===== src/rtl/sup1_pkg.sv =====
// Shared SUP-1 display definitions: segment codes, display FSM encoding and
// the BCD / digit-formatting helpers used by the output stage.
package sup1_pkg;

    localparam int unsigned SEG_W  = 7;
    localparam int unsigned BIN_W  = 8;
    localparam int unsigned BCD_W  = 12;
    localparam int unsigned ITER_W = 3;
    localparam int unsigned NDIG   = 4;

    // Active-low, ordered {g,f,e,d,c,b,a}
    localparam logic [SEG_W-1:0] SEG_BLANK = 7'b1111111;
    localparam logic [SEG_W-1:0] SEG_MINUS = 7'b0111111;
    localparam logic [SEG_W-1:0] SEG_DIGIT [0:9] = '{
        7'b1000000, 7'b1111001, 7'b0100100, 7'b0110000, 7'b0011001,
        7'b0010010, 7'b0000010, 7'b1111000, 7'b0000000, 7'b0010000
    };

    typedef enum logic [1:0] {
        IDLE = 2'd0,
        CONV = 2'd1,
        DONE = 2'd2
    } disp_state_e;

    // Index 0 = ones digit, index 3 = sign digit
    typedef logic [NDIG-1:0][SEG_W-1:0] digits_t;

    // Double-dabble correction: add 3 to every nibble that is 5 or more
    function automatic logic [BCD_W-1:0] bcd_adjust(input logic [BCD_W-1:0] b);
        logic [BCD_W-1:0] r;
        r = b;
        for (int i = 0; i < 3; i++) begin
            if (r[4*i +: 4] >= 4'd5) begin
                r[4*i +: 4] = r[4*i +: 4] + 4'd3;
            end
        end
        return r;
    endfunction

    function automatic logic [SEG_W-1:0] digit_seg(input logic [3:0] d);
        return (d <= 4'd9) ? SEG_DIGIT[d] : SEG_BLANK;
    endfunction

    // Leading-zero blanking; the ones digit is always shown
    function automatic digits_t format_digits(input logic [BCD_W-1:0] bcd,
                                              input logic             neg);
        digits_t d;
        logic [3:0] hun;
        logic [3:0] ten;
        hun  = bcd[11:8];
        ten  = bcd[7:4];
        d[0] = digit_seg(bcd[3:0]);
        d[1] = (hun == 4'd0 && ten == 4'd0) ? SEG_BLANK : digit_seg(ten);
        d[2] = (hun == 4'd0) ? SEG_BLANK : digit_seg(hun);
        d[3] = neg ? SEG_MINUS : SEG_BLANK;
        return d;
    endfunction

endpackage


===== src/rtl/bin2bcd_seq.sv =====
// Sequential double-dabble: one iteration per clock, eight iterations per
// conversion. A start pulse always restarts from scratch.
module bin2bcd_seq
    import sup1_pkg::*;
(
    input  logic             clk,
    input  logic             rst,
    input  logic             start,
    input  logic [BIN_W-1:0] bin,
    output logic             done,
    output logic [BCD_W-1:0] bcd
);

    logic [BIN_W-1:0]  shreg;
    logic [ITER_W-1:0] cnt;
    logic              active;
    logic [BCD_W+BIN_W-1:0] step_c;

    // Adjust then shift the combined {bcd, binary} scratch left by one
    always_comb begin
        step_c = {bcd_adjust(bcd), shreg};
        step_c = step_c << 1;
    end

    always_ff @(posedge clk) begin
        if (rst) begin
            shreg  <= '0;
            bcd    <= '0;
            cnt    <= '0;
            active <= 1'b0;
            done   <= 1'b0;
        end else if (start) begin
            shreg  <= bin;
            bcd    <= '0;
            cnt    <= '0;
            active <= 1'b1;
            done   <= 1'b0;
        end else if (active) begin
            bcd   <= step_c[BCD_W+BIN_W-1:BIN_W];
            shreg <= step_c[BIN_W-1:0];
            cnt   <= cnt + ITER_W'(1);
            if (cnt == ITER_W'(BIN_W - 1)) begin
                active <= 1'b0;
                done   <= 1'b1;
            end
        end else begin
            done <= 1'b0;
        end
    end

endmodule


===== src/rtl/output_display.sv =====
// SUP-1 output stage: latches the bus on oi, converts to decimal and drives a
// 4-digit multiplexed active-low 7-segment display.
module output_display
    import sup1_pkg::*;
#(
    parameter int unsigned REFRESH_DIV = 1000,
    parameter int unsigned DATA_W      = 8
)
(
    input  logic              clk,
    input  logic              rst,
    input  logic [DATA_W-1:0] bus,
    input  logic              oi,
    input  logic              signed_mode,
    output logic [DATA_W-1:0] value,
    output logic              busy,
    output logic [SEG_W-1:0]  seg,
    output logic [NDIG-1:0]   an
);

    localparam int unsigned CNT_W = 16;
    localparam int unsigned SEL_W = 2;

    disp_state_e       state;
    logic              neg;
    logic [ITER_W-1:0] iter;

    logic [CNT_W-1:0]  rcnt;
    logic [SEL_W-1:0]  sel;
    digits_t           dig;

    logic              neg_c;
    logic [DATA_W-1:0] mag_c;
    logic              conv_done;
    logic [BCD_W-1:0]  conv_bcd;

    logic              wrap_c;
    logic              commit_c;
    logic [CNT_W-1:0]  rcnt_next_c;
    logic [SEL_W-1:0]  sel_next_c;
    digits_t           dig_next_c;

    // Magnitude of the bus byte; 0x80 in signed mode wraps to 128
    always_comb begin
        neg_c = signed_mode & bus[DATA_W-1];
        mag_c = neg_c ? DATA_W'(~bus + DATA_W'(1)) : bus;
    end

    bin2bcd_seq u_bin2bcd (
        .clk   (clk),
        .rst   (rst),
        .start (oi),
        .bin   (mag_c),
        .done  (conv_done),
        .bcd   (conv_bcd)
    );

    // Load / convert / commit sequencing; a new oi always restarts
    always_ff @(posedge clk) begin
        if (rst) begin
            state <= IDLE;
            value <= '0;
            neg   <= 1'b0;
            iter  <= '0;
            busy  <= 1'b0;
        end else if (oi) begin
            state <= CONV;
            value <= bus;
            neg   <= neg_c;
            iter  <= '0;
            busy  <= 1'b1;
        end else begin
            case (state)
                CONV: begin
                    iter <= iter + ITER_W'(1);
                    if (iter == ITER_W'(BIN_W - 1)) begin
                        state <= DONE;
                    end
                end
                DONE: begin
                    state <= IDLE;
                    busy  <= 1'b0;
                end
                default: begin
                    state <= IDLE;
                    busy  <= 1'b0;
                end
            endcase
        end
    end

    // Next refresh position and digit contents; seg/an follow them in step
    always_comb begin
        wrap_c      = (rcnt == CNT_W'(REFRESH_DIV - 1));
        rcnt_next_c = wrap_c ? '0 : rcnt + CNT_W'(1);
        sel_next_c  = wrap_c ? sel + SEL_W'(1) : sel;
        commit_c    = (state == DONE) && conv_done && !oi;
        dig_next_c  = commit_c ? format_digits(conv_bcd, neg) : dig;
    end

    always_ff @(posedge clk) begin
        if (rst) begin
            rcnt <= '0;
            sel  <= '0;
            dig  <= {SEG_BLANK, SEG_BLANK, SEG_BLANK, SEG_DIGIT[0]};
            an   <= 4'b1110;
            seg  <= SEG_DIGIT[0];
        end else begin
            rcnt <= rcnt_next_c;
            sel  <= sel_next_c;
            dig  <= dig_next_c;
            an   <= ~(NDIG'(1) << sel_next_c);
            seg  <= dig_next_c[sel_next_c];
        end
    end

endmodule


===== config.mk =====
export PLATFORM = sky130hd
export DESIGN_NAME = output_display
export DESIGN_NICKNAME = d
export VERILOG_FILES = /design/src/rtl/sup1_pkg.sv /design/src/rtl/bin2bcd_seq.sv /design/src/rtl/output_display.sv
export SDC_FILE = /design/constraint.sdc
export NUM_CORES = 1
export LEC_CHECK = 0
export BUFFER_PORTS_ARGS = -buffer_cell sky130_fd_sc_hd__buf_2
export CORE_ASPECT_RATIO = 0.5
export CORE_UTILIZATION = 40
export DETAILED_ROUTE_END_ITERATION = 8
export SLEW_MARGIN = 20
export SYNTH_ARGS = -nofsm -noshare
export SYNTH_HDL_FRONTEND = slang
export SYNTH_SLANG_ARGS = --single-unit

===== constraint.sdc =====
create_clock -name clk -period 6.9 [get_ports clk]
set_clock_uncertainty 0.2 [all_clocks]
set_input_delay 2.07 -clock clk [delete_from_list [all_inputs] [get_ports clk]]
set_output_delay 2.07 -clock clk [all_outputs]
set_load 0.01 [all_outputs]

### Yosys cells after proc, flatten, opt, wreduce, memory -nomap -nowiden

Memories as Yosys holds them, arrays and structs flattened.
Cells that the tools add are included.

| word-level totals | value |
|---|---|
| register bits after elaboration | 97 |
| memory bits (read-only) | 336 |
| input bits | 12 |
| memories kept | 3 |

| cells by class | value |
|---|---|
| add/subtract/negate cells | 8 |
| order comparisons | 10 |
| equal/unequal tests | 7 |
| shifts and indexed selects | 1 |
| mux-type cells | 30 |
| bitwise logic cells | 8 |
| reductions and logical operators | 11 |

Memory list:

| memory | words | bits a word | read ports | clocked after Yosys merged registers in | wr ports | line | RTL |
|---|---|---|---|---|---|---|---|
| (no name shown) | 16 | 7 | 1 | 0 | 0 | sup1_pkg.sv:41 | `return (d <= 4'd9) ? SEG_DIGIT[d] : SEG_BLANK;` |
| (no name shown) | 16 | 7 | 1 | 0 | 0 | sup1_pkg.sv:41 |  |
| (no name shown) | 16 | 7 | 1 | 0 | 0 | sup1_pkg.sv:41 |  |

Operators by type and width:

| cell | number |
|---|---|
| $mux W7 | 13 |
| $mux W28 | 1 |
| $mux W8 | 3 |
| $add A16 B1 Y16 const B | 1 |
| $eq A16 B10 Y1 const B | 1 |
| $ge A5 B5 Y1 const B | 3 |
| $not A4 Y5 | 3 |
| $bmux W7 S2 | 1 |
| $ge A4 B3 Y1 const B | 3 |
| $le A4 B4 Y1 const B | 3 |
| $add A4 B2 Y4 const B | 2 |
| $add A8 B1 Y8 const B | 1 |
| $logic_not A4 Y1 | 2 |
| $mux W1 | 8 |
| $mux W4 | 2 |
| $not A8 Y8 | 1 |
| $add A3 B1 Y3 const B | 2 |
| $eq A3 B3 Y1 const B | 2 |
| $reduce_or A3 Y1 | 2 |
| $not A4 Y4 | 1 |
| $reduce_or A2 Y1 | 2 |
| $shl A1 B2 Y4 const A | 1 |
| $add A3 B2 Y3 const B | 1 |
| $logic_and A1 B1 Y1 | 3 |
| 12 further kinds | 13 |

### Logic depth before layout (Yosys ltp)

Gate-level depths: netlist (run 1).

| depth | value |
|---|---|
| word-level depth | 9 |
| gate-level depth with buffers | 9 |
| depth with buffers taken out | 8 |

### By module

Synthesis (run 1) repeated with hierarchy kept, for this count alone.

| second synthesis, totals | value |
|---|---|
| cells, all modules | 594 |
| area total of the unflattened synthesis | 5151.2 µm² |

Modules (own cells, without submodules):

| module | times used | cells each | area each (µm²) |
|---|---|---|---|
| output_display | 1 | 445 | 3796.1 |
| bin2bcd_seq | 1 | 149 | 1355.0 |

### Worst setup path before layout (run 1)

OpenSTA, ideal clock, no wires.

| timing path | value |
|---|---|
| kind | input port to flip-flop |
| start | input oi |
| end | register seg[3] |
| arrival | 3401 ps |
| data required time | 6583 ps |
| path slack | 3183 ps |
| stages | 8 |
| buffers on the path | 3 |
| cell sequence | clkbuf_1 and4bb_2 buf_4 buf_2 a31oi_1 a221oi_1 nor2_1 a22o_1 |

| between the ends | value |
|---|---|
| word-level cells in the longest chain between the ends | 5 |

RTL lines:

| item | line | RTL |
|---|---|---|
| start, declared | output_display.sv:13 | `input logic oi,` |
| $logic_not A1 Y1 | output_display.sv:97 | `commit_c = (state == DONE) && conv_done && !oi;` |
| $logic_and A1 B1 Y1 | output_display.sv:97 |  |
| $mux W28 | output_display.sv:98 | `dig_next_c = commit_c ? format_digits(conv_bcd, neg) : dig;` |
| $bmux W7 S2 | output_display.sv:113 | `seg <= dig_next_c[sel_next_c];` |
| $mux W7 (not written as such) | output_display.sv:113 |  |
| end signal, assigned | output_display.sv:107 | `seg <= SEG_DIGIT[0];` |
| end signal, assigned | output_display.sv:113 |  |
| end, declared | output_display.sv:17 | `output logic [SEG_W-1:0] seg,` |

No other way between the ends. The select of a mux whose other input is x is not followed.
A chain may end at the register's enable or synchronous reset.

### Final worst setup path (run 1)

| timing path | value |
|---|---|
| start | input oi |
| end | register seg[6] |

Same word-level chain as after synthesis.

==> key figures, run 1 <==
Run status
  – Status: completed

STA
  – Final worst slack: ~2500 ps
  – # setup viols final: 0
  – Final Hold Viols: 0
  – RSZ-0062 raised after global routing: false
  – Actual slew at the worst max-slew pin: 776.6 ps
  – Relative slew slack: 0.4793
  – Final period utilization: 0.6364
  – Total Neg Setup Slack: 0 ps
  – Final Max Slew Viols: 0
  – Min cycle time layout: 4391 ps
  – Maximum clock frequency: around 230 MHz

Setup path
  – WS Path Type: primary input to register
  – Critical path peak fanout: 38
  – Data required, critical path: roughly 7000 ps
  – Arrival time at the worst endpoint: about 4400 ps
  – FF-to-FF path depth: 8
  – Critical path endpoint category: register
  – Setup crit start kind: primary input

Power
  – PwrDens: between 200 and 250 mW/mm^2
  – Lkg Pwr: about 2 nW
  – Final Power: 1.146 mW
  – VDD IR max: 0.09692 mV

Synth
  – Mean post-synth cell area: roughly 8.6 sq um
  – Syn Std Cell Area: approximately 0.0047 sq mm
  – Syn. warnings: 0
  – Synth Net Count: 576
  – Seq cells post-synth: 97
  – Cells taking the most area after synthesis: dfxtp_1, nor2_1, ha_1, a21oi_1, mux2i_1
  – Post-synthesis cell type count: 60
  – Share of the synthesized area in the top cell type: 0.4166
  – Post-synth top area cell: dfxtp_1
  – Post-synth EDFFs: 0
  – Async set or reset register ratio after synthesis: 0
  – Cells after synthesis: approximately 540
  – Synth Flop Type: dfxtp_1
  – Register area share after synthesis: 0.4166

Floorplanning
  – Core Area: ~0.011 sq mm
  – Core Rows: 27
  – Die height: 78.33 um
  – IO Pins: 32
  – Starting density of the core: 0.4168
  – Die Span X: 154.7 um
  – Die Area: ~0.012 sq mm

Route
  – Residual DRC: 0
  – Detailed-route via count: ~3700
  – Post-DR vias/cell: 5.093
  – Final wirelength: just under 10000 um
  – Routed len/inst: 13.81 um
  – DR iter-0 viols: between 200 and 250
  – Antenna Violating Nets Remaining: 0
  – DR pass1 iterations: 4

Finish
  – # diodes: 0
  – Most frequent cells in the layout: dfxtp_1, nor2_1, nand2_1
  – Share of cells above drive strength 1: 0.1201
  – Design Area, Final: just over 0.005 sq mm
  – Most common cell after layout, fill and taps aside: dfxtp_1
  – Final #Nets: between 500 and 600
  – Layout Area Growth over Synthesis: 11.33%

GRT
  – First-pass GRT wire length: 16750 um
  – Pin count of the biggest net entering global routing: 39
  – Total GRT Usage: 0.1760
  – GRT overflow: 0
  – Vias in the first global route: ~3400
  – Antenna violations before repair: 0

Placed design
  – Port Buffers: 31
  – Area post-placement: 0.004883 sq mm
  – DPL Wire Length: approximately 6700 um
  – Final GP Congestion: ~0.8
  – Dpl ws: ~2200 ps

Min path
  – Min-Delay Path Depth: 1
  – Worst hold path type: register to register

Clocking
  – Post-CTS sizing: 0
  – CTS tree: built
  – Setup bufs post-CTS: 0
  – CTS sink count: between 90 and 100
  – Clock Path Buffers: 2
  – Hold Buf Count CTS: 0
  – Max H-tree Level: 3
  – Worst skew pair latency: between 300 and 400 ps
  – Clk root buf: clkbuf_16
  – Clk pin slew, worst setup/hold paths: 60 ps
  – CTS Buf Count: 9

Job
  – Total of max-cap violations: 0
==> logic make-up (layout without fill, tap and decap cells) <==
logic type	count (synthesis)	after routing	synth area share
xor gates and xnor gates	27	27	0.05074
DFF	97	97	0.4166
muxes	17	17	0.03651
AOI/OAI and AO/OA	129	129	0.1791
and+or+nand+nor	197	197	0.2115
buffers and inverters	55	70	0.04913
adders and majority gates	21	21	0.05638
==> flip-flops by register name, indices dropped and copies added, names as in the netlist, 2 cells and up <==
name / flops
an: 4
dig: 28
iter: 3
rcnt: 16
seg: 7
sel: 2
state: 2
u_bin2bcd.bcd: 12
u_bin2bcd.cnt: 3
u_bin2bcd.shreg: 8
value: 8
==> cells in the mapped netlist, drive strengths merged, types with 4 or more instances <==
cell / number
a211oi: 11
a21oi: 34
a221oi: 4
a31oi: 10
and2: 5
and3: 7
buf: 12
clkbuf: 23
dfxtp: 97
ha: 21
inv: 19
mux2i: 17
nand2: 42
nand2b: 15
nand3: 6
nand4: 4
nor2: 73
nor2b: 6
nor3: 13
o21ai: 29
o31ai: 5
or2: 5
or3: 9
xnor2: 18
xor2: 9
==> metal layers <==
layer	wire length (um)	track usage
met5	0	0
met1	5291	0.2368
met2	4066	0.2724
met3	428	0.04914
met4	116	0.05644
==> cell type report <==
type                            instances  area, sq um
Clock buffer                           11        242.7
Sequential cell                        97         1942
Fill cell                            1098         5993
Timing Repair Buffer                   34        177.7
Inverter                               20        75.07
Multi-Input combinational cell        391         2490
Tap cell                              159        198.9
Clock inverter                          5        62.56
==> power breakdown <==
group	switching [mW]	internal (mW)	leakage (nW)
Clock	0.220	0.293	0.142
Sequential	0.00583	0.570	0.788
Combinational	0.0354	0.0221	1.07
Total	0.261	0.885	2.00
==> critical path, cell delays in order <==
cell and delay (ps):
buf_2 300, and4bb_2 880, o21ai_0 480, o21bai_1 300
a311oi_1 280, o21ai_1 80
==> path summary, 6_finish.rpt <==
check / from / to / slack (ps)
setup / recovery: oi / seg[6]$_SDFF_PP1_ / 2510
hold / removal: dig[24]$_SDFF_PP1_ / dig[24]$_SDFF_PP1_ / 260
setup reg to reg: u_bin2bcd.bcd[8]$_SDFFE_PP0P_ / seg[3]$_SDFF_PP0_ / 4260
hold reg to reg: dig[24]$_SDFF_PP1_ / dig[24]$_SDFF_PP1_ / 260
==> through the flow <==
stage               hold WS, ps  std cells    util
global placement          235.4        701  0.4367
finish                    256.9        717  0.4640
floorplan                 215.3        543       -
global route              275.9        717  0.4640
detailed placement        233.1        701  0.4367
CTS                       250.8        717  0.4640
Note: power is estimated with default switching activity, not from simulation.
==> run 2, diff against run 1 <==
--- a/config.mk
+++ b/config.mk
@@ -5,6 +5,7 @@
 export SDC_FILE = /design/constraint.sdc
 export NUM_CORES = 1
 export LEC_CHECK = 0
+export ABC_AREA = 1
 export BUFFER_PORTS_ARGS = -buffer_cell sky130_fd_sc_hd__buf_2
 export CORE_ASPECT_RATIO = 0.5
 export CORE_UTILIZATION = 40
==> constraint.sdc (replaced) <==
create_clock -name clk -period 4.5 [get_ports clk]
set_clock_uncertainty 0.2 [all_clocks]
set_input_delay 1.35 -clock clk [delete_from_list [all_inputs] [get_ports clk]]
set_output_delay 1.35 -clock clk [all_outputs]
set_load 0.01 [all_outputs]
==> run 2 against run 1 <==
  * Sequential power up 55%
  * Power increased by 59%
  * Global-route usage increased by 1.2 points
  * Combinational power up 88%
  * Cell count rose by 20%
  * Critical endpoint is now seg[0]$_SDFF_PP0_
  * Hold slack got worse by 30 ps
  * Clock power is 61% higher
  * Critical path depth up 5
  * Utilization up 1.1 points
  * Critical path type unchanged
  * Via count increased by 14%
==> key figures, run 2 <==
Run status
  – Status: completed

Setup path
  – Arrival time at the worst endpoint: roughly 3000 ps
  – Worst flop-to-flop path endpoint: seg[4]$_SDFF_PP0_
  – FF-to-FF path depth: 12
  – R2r setup slk: between 2000 and 2500 ps
  – Data required, critical path: approximately 4500 ps
  – Critical path peak fanout: 40
  – WS Path Type: primary input to register
  – Reg2Reg Launch Point: u_bin2bcd.bcd[8]$_SDFFE_PP0P_
  – Setup crit start kind: primary input
  – Critical path endpoint category: register

Floorplanning
  – Die Span X: 156.9 um
  – Die Area: 0.01247 sq mm
  – Core Area: approximately 0.011 sq mm
  – Core Rows: 27
  – Die height: around 79 um
  – IO Pins: 32
  – Starting density of the core: 0.4242

Synth
  – Most common cell in the netlist: nand2_1
  – Syn. warnings: 0
  – Post-synth top area cell: dfxtp_1
  – Post-synth EDFFs: 0
  – Cells after synthesis: 675
  – Syn Std Cell Area: 0.004801 sq mm
  – Synth Net Count: just over 700
  – Synth Flop Type: dfxtp_1
  – Cells taking the most area after synthesis: dfxtp_1, nand2_1, nor2_1, ha_1, inv_1
  – Async set or reset register ratio after synthesis: 0
  – Synth cell count leaders: nand2_1, dfxtp_1, nor2_1
  – Register area share after synthesis: 0.4045
  – Post-synthesis cell type count: 39
  – Mean post-synth cell area: 7.112 sq um
  – Seq cells post-synth: slightly below 100
  – Share of the synthesized area in the top cell type: 0.4045

Placed design
  – DPL Wire Length: about 7500 um
  – Port Buffers: 31
  – Final GP Congestion: slightly above 0.8
  – Dpl ws: around 1200 ps

Clocking
  – Clock Path Buffers: 2
  – CTS tree: built
  – CTS sink count: between 90 and 100
  – Worst skew pair latency: ~340 ps
  – Post-CTS sizing: 0
  – Setup bufs post-CTS: 0
  – Hold Buf Count CTS: 0
  – Max H-tree Level: 3
  – Clk root buf: clkbuf_16
  – CTS Buf Count: 9
  – Clk pin slew, worst setup/hold paths: about 70 ps

Job
  – Total of max-cap violations: 0

STA
  – Total Neg Setup Slack: 0 ps
  – Final Hold Viols: 0
  – Final worst slack: 1549 ps
  – Final Max Slew Viols: 0
  – # setup viols final: 0
  – Maximum clock frequency: 338.8 MHz
  – RSZ-0062 raised after global routing: false
  – Final period utilization: 0.6558
  – Relative slew slack: 0.5182
  – Actual slew at the worst max-slew pin: ~720 ps
  – Min cycle time layout: ~3000 ps

GRT
  – Routing usage on met1: 0.2595
  – First-pass GRT wire length: approximately 18000 um
  – Met2 Use GR: 0.2911
  – Total GRT Usage: 0.1879
  – GRT overflow: 0
  – Gr busiest metal: met2
  – Pin count of the biggest net entering global routing: a little over 40
  – Antenna violations before repair: 0
  – Met3 Use GR: 0.04343
  – Vias in the first global route: approximately 3800

Finish
  – Max reg flops: 28
  – # fillers: between 1000 and 1500
  – Share of cells above drive strength 1: 0.1154
  – Storage cell area: 0.001942 sq mm
  – Most frequent cells in the layout: nand2_1, dfxtp_1, nor2_1
  – Top reg by flops: dig
  – Multi-input logic area: around 0.0025 sq mm
  – # diodes: 0
  – Final #Nets: 730
  – Util after Layout: 0.4755
  – Layout Area Growth over Synthesis: 12.09%
  – Most common cell after layout, fill and taps aside: nand2_1
  – Biggest registers after layout: dig x28, rcnt x16, u_bin2bcd.bcd x12

Min path
  – Hold_sp: dig[24]$_SDFF_PP1_
  – Worst hold path type: register to register
  – Endpoint of the worst hold path: dig[24]$_SDFF_PP1_
  – Min-Delay Path Depth: 2

Route
  – Detailed-route via count: 4149
  – Antenna Violating Nets Remaining: 0
  – Final wirelength: approximately 11000 um
  – DR iter-0 viols: 212
  – DR pass1 iterations: 4
  – Routed len/inst: between 10 and 15 um
  – Residual DRC: 0
  – Post-DR vias/cell: just under 5

Power
  – Lkg Pwr: around 2.4 nW
  – VDD IR max: 0.1832 mV
  – Final Power: 1.825 mW
  – PwrDens: ~340 mW/mm^2
run 2: cell families after synthesis:
logic type      after synthesis  share of synthesized area
fa+ha+maj                    21                    0.05473
simple gates                339                     0.3151
buf+inv                      94                    0.07870
compound gates              113                     0.1269
flops                        97                     0.4045
xor+xnor                     11                    0.02007
run 2: critical path, stage by stage:
cell and delay [ps]:
buf_2 190, nor2_2 170, nand2_2 130, inv_2 470, o21ai_0 170, nor2_1 140, nor2_1 50, nand3_1 80
nand2_1 60, nor2_1 80, nor2_1 40
run 2: power by group:
| group | total, mW | internal (mW) | switching [mW] |
|---|---|---|---|
| registers | 0.892 | 0.876 | 0.0152 |
| clock network | 0.825 | 0.490 | 0.335 |
| logic | 0.108 | 0.0356 | 0.0726 |
| total | 1.83 | 1.40 | 0.423 |
run 2: area by class of cell:
type,instances,area share
Clock buffer,10,0.04255
Sequential cell,97,0.3608
Timing Repair Buffer,33,0.03162
Multi-Input combinational cell,484,0.4611
Inverter,72,0.05022
Tap cell,159,0.03697
Clock inverter,6,0.01674
run 2: routing by layer:
metal  vias to the layer above  part of all wire
met5                         -                 0
met4                         0            0.0092
met3                         7             0.037
met2                        69              0.43
met1                      1871              0.53
li1                       2202                 -
run 2: worst max path at each step:
stage	start	to	cells past startpoint	slack, ps
floorplan	oi	seg[6]$_SDFF_PP1_	10	1860
global placement	oi	seg[0]$_SDFF_PP0_	11	1230
detailed placement	oi	seg[0]$_SDFF_PP0_	11	1190
CTS	oi	seg[0]$_SDFF_PP0_	11	1540
global route	oi	seg[5]$_SDFF_PP0_	11	1320
finish	oi	seg[0]$_SDFF_PP0_	11	1550
run 2: metrics by stage:
step / std cells / instance area [sq um] / hold WS (ps)
floorplan: 675 / 4801 / 198.8
global placement: 845 / 5062 / 207.4
detailed placement: 845 / 5062 / 212.1
CTS: 861 / 5381 / 229.1
global route: 861 / 5381 / 255.8
finish: 861 / 5381 / 226.8
